### config.mk
export PLATFORM = sky130hd
export DESIGN_NAME = mux_display_driver
export DESIGN_NICKNAME = d
export VERILOG_FILES = /design/src/rtl/mux_display_pkg.sv /design/src/rtl/hex_to_7seg.sv /design/src/rtl/mux_display_driver.sv
export SDC_FILE = /design/constraint.sdc
export NUM_CORES = 1
export LEC_CHECK = 0
export ABC_CLOCK_PERIOD_IN_PS = 2580
export BUFFER_PORTS_ARGS = -buffer_cell sky130_fd_sc_hd__buf_2
export CAP_MARGIN = 25
export CORE_MARGIN = 10
export CORE_UTILIZATION = 57
export DETAILED_ROUTE_END_ITERATION = 8
export GPL_TIMING_DRIVEN = 0
export PLACE_DENSITY = 0.79
export RECOVER_POWER = 25
export SLEW_MARGIN = 20
export SYNTH_ARGS = -nofsm -noshare
export SYNTH_HDL_FRONTEND = slang
export SYNTH_SLANG_ARGS = --single-unit
### constraint.sdc
create_clock -name clk -period 2.58 [get_ports clk]
set_input_delay 0.258 -clock clk [delete_from_list [all_inputs] [get_ports clk]]
set_output_delay 0.258 -clock clk [all_outputs]
set_load 0.005 [all_outputs]
### src/rtl/mux_display_pkg.sv
// Shared constants for the multiplexed seven-segment display path.
// Segment bit order is {dp,g,f,e,d,c,b,a}, active-high.
package mux_display_pkg;

    localparam int SEG_DP = 7;
    localparam logic [7:0] SEG_OFF = 8'h00;

    localparam logic [6:0] SEG_FONT [16] = '{
        7'h3F, 7'h06, 7'h5B, 7'h4F,
        7'h66, 7'h6D, 7'h7D, 7'h07,
        7'h7F, 7'h6F, 7'h77, 7'h7C,
        7'h39, 7'h5E, 7'h79, 7'h71
    };

endpackage

### src/rtl/hex_to_7seg.sv
// Hex nibble to seven-segment decoder (segments g..a, active-high).
import mux_display_pkg::*;

module hex_to_7seg (
    input  logic [3:0] hex,
    output logic [6:0] seg
);

    assign seg = SEG_FONT[hex];

endmodule

### src/rtl/mux_display_driver.sv
// Time-multiplexed N-digit seven-segment driver with per-frame snapshot, blanking and PWM dimming.
// Optional build macro LEADING_ZERO_BLANK_EN suppresses leading zero digits.
import mux_display_pkg::*;

module mux_display_driver #(
    parameter int N_DIGITS       = 4,
    parameter int PRESCALER_BITS = 16,
    parameter int BRIGHT_BITS    = 3
) (
    input  logic                    clk,
    input  logic                    rst,
    input  logic [4*N_DIGITS-1:0]   hex_in,
    input  logic [N_DIGITS-1:0]     dp_in,
    input  logic [N_DIGITS-1:0]     blank_in,
    input  logic [BRIGHT_BITS-1:0]  brightness,
    output logic [N_DIGITS-1:0]     en_disp,
    output logic [7:0]              digit_out,
    output logic                    frame_start
);

    localparam int IDX_W = $clog2(N_DIGITS);
    localparam logic [IDX_W-1:0] IDX_LAST = IDX_W'(N_DIGITS - 1);

    logic [PRESCALER_BITS-1:0] pre;
    logic [IDX_W-1:0]          idx;

    logic [4*N_DIGITS-1:0]     snap_hex;
    logic [N_DIGITS-1:0]       snap_dp;
    logic [N_DIGITS-1:0]       snap_blank;
    logic [BRIGHT_BITS-1:0]    snap_bright;

    logic                      valid_d;
    logic [IDX_W-1:0]          idx_d;
    logic [BRIGHT_BITS-1:0]    field_d;

    logic [N_DIGITS-1:0]       blank_eff;
    logic [3:0]                sel_hex;
    logic [6:0]                sel_seg;
    logic                      slot_on;
    logic [7:0]                digit_next;

    assign frame_start = ~rst & (pre == '0) & (idx == '0);

    always_ff @(posedge clk) begin
        if (rst) begin
            pre <= '0;
            idx <= '0;
        end else begin
            pre <= pre + 1'b1;
            if (pre == '1)
                idx <= (idx == IDX_LAST) ? '0 : idx + 1'b1;
        end
    end

    always_ff @(posedge clk) begin
        if (rst) begin
            snap_hex    <= '0;
            snap_dp     <= '0;
            snap_blank  <= '0;
            snap_bright <= '0;
        end else if (frame_start) begin
            snap_hex    <= hex_in;
            snap_dp     <= dp_in;
            snap_blank  <= blank_in;
            snap_bright <= brightness;
        end
    end

    // valid_d keeps the cycle right after reset dark, since the delay stage holds no real scan state yet
    always_ff @(posedge clk) begin
        if (rst) begin
            valid_d <= 1'b0;
            idx_d   <= '0;
            field_d <= '0;
        end else begin
            valid_d <= 1'b1;
            idx_d   <= idx;
            field_d <= pre[PRESCALER_BITS-1 -: BRIGHT_BITS];
        end
    end

`ifdef LEADING_ZERO_BLANK_EN
    logic leading;

    always_comb begin
        blank_eff = snap_blank;
        leading   = 1'b1;
        for (int i = N_DIGITS - 1; i > 0; i--) begin
            leading      = leading & (snap_hex[4*i +: 4] == 4'h0) & ~snap_dp[i];
            blank_eff[i] = blank_eff[i] | leading;
        end
    end
`else
    assign blank_eff = snap_blank;
`endif

    assign sel_hex = snap_hex[idx_d*4 +: 4];

    hex_to_7seg u_hex_to_7seg (
        .hex (sel_hex),
        .seg (sel_seg)
    );

    always_comb begin
        slot_on            = valid_d & (field_d <= snap_bright) & ~blank_eff[idx_d];
        digit_next         = {1'b0, sel_seg};
        digit_next[SEG_DP] = snap_dp[idx_d];
    end

    always_ff @(posedge clk) begin
        if (rst) begin
            en_disp   <= '0;
            digit_out <= SEG_OFF;
        end else if (slot_on) begin
            en_disp   <= N_DIGITS'(1) << idx_d;
            digit_out <= digit_next;
        end else begin
            en_disp   <= '0;
            digit_out <= SEG_OFF;
        end
    end

endmodule

==> Word-level counts from Yosys, hierarchy flattened <==
Memories as Yosys holds them, arrays and structs flattened. A register that Yosys moved wholly into a read port is not among the register bits.
Index checks and enable logic that the tools add are counted.
{ "op_classes": {"addsub": 2, "n_lt_le_gt_ge": 3, "n_eq_ne": 2, "n_shift": 2, "n_mux": 8, "bitwise": 8, "reduce_logical": 3} }
{ "ops": {"columns": ["cell", "n"], "rows": [
  ["16-bit by 1-bit adder with 16-bit output (second input constant)", 1],
  ["16-bit == test (second input constant)", 1],
  ["16-bit logical NOT", 1],
  ["16-bit by 5-bit variable part select with 4-bit output", 1],
  ["7-bit two-way mux", 2],
  ["5-bit >= comparator (second input constant)", 1],
  ["4-bit inverter with 5-bit output", 1],
  ["1-bit AND", 4],
  ["1-bit binary-select mux with 2-bit select", 2],
  ["1-bit by 2-bit << shifter with 4-bit output (first input constant)", 1],
  ["3-bit <= comparator", 1],
  ["2-bit by 3-bit less-than comparator with 1-bit output (second input constant)", 1],
  ["1-bit two-way mux", 3],
  ["1-bit inverter", 3],
  ["2-bit by 1-bit adder with 2-bit output (second input constant)", 1],
  ["2-bit == test (second input constant)", 1],
  ["2-bit logical NOT", 1],
  ["2-bit two-way mux", 1],
  ["2-bit OR reduction", 1]
]} }
{ "totals": {"ff_bits": 63, "rom_bits": 112, "input_bits": 29, "output_inout_bits": 13, "wordCells": 40, "memories": 1} }
{ "memory_table": {"columns": ["memory", "words", "word_bits", "rd", "rd_clocked_by_memory_dff", "wr", "line", "source"], "rows": [
  ["(name not given)", 16, 7, 1, 1, 0, "hex_to_7seg.sv:9", "assign seg = SEG_FONT[hex];"]
]} }

==> Longest topological paths before layout <==
{ "depth": {"ltp_word": 6, "ltp_mapped": 8, "mapped_depth_nobuf": 6} }

==> Hierarchy <==
Synthesis repeated with hierarchy kept, for this count alone.
{ "hier_totals": {"hier_cells": 320, "area_unflattened_um2": 3002.9} }
{ "by_module_without_submodules": {"columns": ["mod", "n_inst", "cells_each", "area_each_um2", "seq_area_each_um2"], "rows": [
  ["mux_display_driver", 1, 287, 2708.8, 1261.2],
  ["hex_to_7seg", 1, 33, 294.0, 0.0]
]} }

==> Worst setup path after synthesis <==
No wires, ideal clock.
{ "synth_path": {"path_kind": "reg-to-reg", "from": "reg idx_d[0]", "to": "reg digit_out[1]", "setup_time_ps": 91, "t_arrival_ps": 1998, "t_required_ps": 2489, "slack_ps": 491, "stages_incl_launch_ff": 8, "path_buffers": 1, "synth_period_minus_slack_ps": 2089, "path_cell_list": "dfxtp_1 > buf_2 > mux4_2 > inv_1 > ha_1 > nor2_1 > a211oi_1 > a311oi_1"} }
{ "synth_via": {"elab_chain_cells": 6, "word_cells_on_any_way": 8, "cone_classes": "shift (1); mux (2); bitwise (4); reduce/logical (1)"} }
{ "synth_lines": {"columns": ["element", "line", "source"], "rows": [
  ["start, declared", "mux_display_driver.sv:33", "logic [IDX_W-1:0] idx_d;"],
  ["start signal, assigned", "mux_display_driver.sv:77", "idx_d <= idx;"],
  ["1-bit binary-select mux with 2-bit select", "mux_display_driver.sv:105", "slot_on = valid_d & (field_d <= snap_bright) & ~blank_eff[idx_d];"],
  ["1-bit two-way mux (not written as such)", "mux_display_driver.sv:105", null],
  ["1-bit inverter", "mux_display_driver.sv:105", null],
  ["1-bit AND", "mux_display_driver.sv:105", null],
  ["1-bit inverter (no line)", null, null],
  ["2-bit OR reduction (no line)", null, null],
  ["end, declared", "mux_display_driver.sv:17", "output logic [7:0] digit_out,"]
]} }
Several ways; a longest one is shown, not always the timed one. The select of a mux whose other input is x is not followed.
A chain may end at the register's enable or synchronous reset.

==> Worst setup path after layout <==
{ "layout_path": {"from": "reg pre[0]", "to": "out frame_start"} }
{ "layout_via": {"elab_chain_cells": 3} }
{ "layout_lines": {"columns": ["element", "line", "source"], "rows": [
  ["start, declared", "mux_display_driver.sv:24", "logic [PRESCALER_BITS-1:0] pre;"],
  ["start signal, assigned", "mux_display_driver.sv:49", "pre <= pre + 1'b1;"],
  ["16-bit logical NOT", "mux_display_driver.sv:42", "assign frame_start = ~rst & (pre == '0) & (idx == '0);"],
  ["1-bit AND (2 in a row)", "mux_display_driver.sv:42", null],
  ["end, declared", "mux_display_driver.sv:18", "output logic frame_start"]
]} }
No other way between the ends.

==> metrics.yaml <==
drc: 0
cts.sinks: 63
syn_nets: 368
io_pins: 42
avgViaCountPerCell: 5.54
hpwl_um: 5050
min_period_ns: 2.40
htreeDepth: 3
finalSetupTns_ns: 0
wire_per_inst_um: 15.2
wl_um: 6840
power.total_w: 0.00222
clock_latency_ns: 0.34
worstPathMaxFanout: 10
async_flop_share_pct: 0
crit_type: "reg2out"
required_ns: 2.32
gr-usage-all-layers_pct: 16.2
cp-start-kind: "register"
start_util_pct: 58.2
clk_path_buf_depth: 2
grt_pass1_wl_um: 11100
ant_nets: 0
core_area_um2: 5040
layout.nets: 419
wirelength_met1_um: 2980
fin_area_um2: 3420
timing.slew.headroom_pct: 64.5
peakVddDrop_mv: 0.424
cts_buffers: 9
row_count: 26
synth_top_flop_cell: "dfxtp_1"
diodes: 0
cts-root-buf: "clkbuf_8"
final_common_cell: "dfxtp_1"
critical_path_arrival_ns: 2.15
fillers: 436
finalSetupViolCount: 0
die_w_um: 91.8
first_pass_iters: 4
die_h_um: 91.8
slew_viol_final: 0
place_area_um2: 3220
vias: 2498
postCtsSetupRepairBufs: 0
yosysUniqueCellTypes: 45
placedCellCount: 435
clkSlewWorstSetupHoldPaths_ns: 0.07
synth-edff-count: 0
yosysWarnings: 0
yosysSeqAreaShare_pct: 43.0
p_leak_nw: 1.32
fin_cells: 451
grt_pass1_vias: 2429
status: "finished clean"
synth.ff_latch_count: 63
die-area_um2: 8420
routed.top_layer: "met4"
utilization_pct: 67.9
areaGrowthSynthToFinish_pct: 16.6
hold_class: "in2reg"
netlist_area_um2: 2940
worstMarginPinSlew_ns: 0.533
met2_length_um: 3390
antenna_found_initial: 0
cts_resized: 0
rsz0062_at_grt: "no"
dr.first_iter.drc_count: 124
layout-drive-gt1-share_pct: 19.2
cts_hold_buf: 0
io_buffers: 40
avgSynthCellArea_um2: 9.03
gp_congestion: 0.891
fmax_mhz: 416
skew_ns: 0.00812
wl_met3_um: 367
final_hold_viol_count: 0
p_per_area_nw_per_um2: 648
grt_overflow_total: 0
fin_crit_sh_pct: 93.2
cp-end-kind: "primary output"
cts_tree: "yes"
grt_max_degree: 11
final_cell_mix: "dfxtp_1 (63), buf_2 (38), nand3_1 (34)"
drv_cap: 0
synthCells: 325
-- flip-flops by register name, summed over array words and instances (netlist names) --
signal and flops:
snap_dp 4, blank_eff 4, pre 16, snap_hex 16
field_d 3, snap_bright 3, digit_out 8, idx_d 2
en_disp 4, idx 2, valid_d 1
-- worst max-delay path, cell delays in order (launching register included) --
cell	delay, ns
dfxtp_1	0.34
inv_1	0.06
ha_1	0.15
or4b_4	0.47
nand4bb_1	0.22
buf_6	0.17
buf_6	0.13
nor2_1	0.12
buf_2	0.13
-- layout make-up --
cell class                 instances  area (µm²)  share of cell area, %
buffer                            21         115                   3.36
clock buffer                      13         169                   4.93
clock inverter                     3        40.0                   1.17
inverter                          14        52.6                   1.54
multi-input combinational        227        1510                   44.0
sequential                        63        1260                   36.8
tap                               70        87.6                   2.56
timing repair buffer              40         191                   5.59
-- worst paths after layout --
| check | end | from | depth (start not counted) | slack (ns) |
|---|---|---|---|---|
| hold reg to reg | pre[0] | pre[0] | 1 | 0.46 |
| setup reg to reg | digit_out[1] | idx_d[0] | 7 | 0.20 |
| setup / recovery | frame_start | pre[0] | 8 | 0.18 |
| hold / removal | snap_dp[2] | dp_in[2] | 3 | 0.16 |
-- stage by stage --
step           hold slack, ns  setup slack, ns
2_1_floorplan           0.410            0.491
3_3_place_gp            0.439            0.220
3_5_place_dp            0.451            0.198
4_1_cts                 0.154            0.180
5_1_grt                 0.173          0.00362
6_report                0.164            0.177
-- synthesized netlist by cell type, types with 4 or more instances --
library cell,number,area share [%]
mux2_2,6,2.3
mux2i_1,9,3.1
ha_1,14,6.0
xor2_1,7,2.1
xnor2_1,4,1.2
a21oi_1,32,5.5
buf_2,5,0.85
nor3_1,9,1.5
nor3b_1,4,1.0
o21ai_1,4,0.68
dfxtp_1,63,43
and3_1,4,0.85
nor2b_1,6,1.3
nand3_1,34,5.8
inv_1,14,1.8
nand4_1,5,1.1
clkbuf_1,9,1.2
nand2_1,6,0.77
o21ai_0,28,4.8
nor2_1,24,3.1
mux4_2,4,3.1
-- routing by layer --
layer	vias to the layer above	track usage [%]
met1	1185	17.4
met4	0	6.56
li1	1261	-
met2	44	28.8
met3	8	5.30
met5	-	0
-- power breakdown --
part	switching, W	internal [W]	total [W]
Sequential	0.0000229	0.00102	0.00104
Combinational	0.000158	0.000118	0.000276
Clock	0.000378	0.000523	0.000901
-- kinds of logic (layout without fill, tap and decap cells) --
logic type	after synthesis	count (layout)	synth area share [%]
flip-flops	63	63	43.0
XOR/XNOR	11	11	3.28
multiplexers	19	19	8.44
AND/OR/NAND/NOR	107	107	19.2
buffers and inverters	35	91	5.71
AO/OA/AOI/OAI	76	76	14.4
adder cells (fa/ha/maj)	14	14	5.97
(Power assumes the default switching activity.)
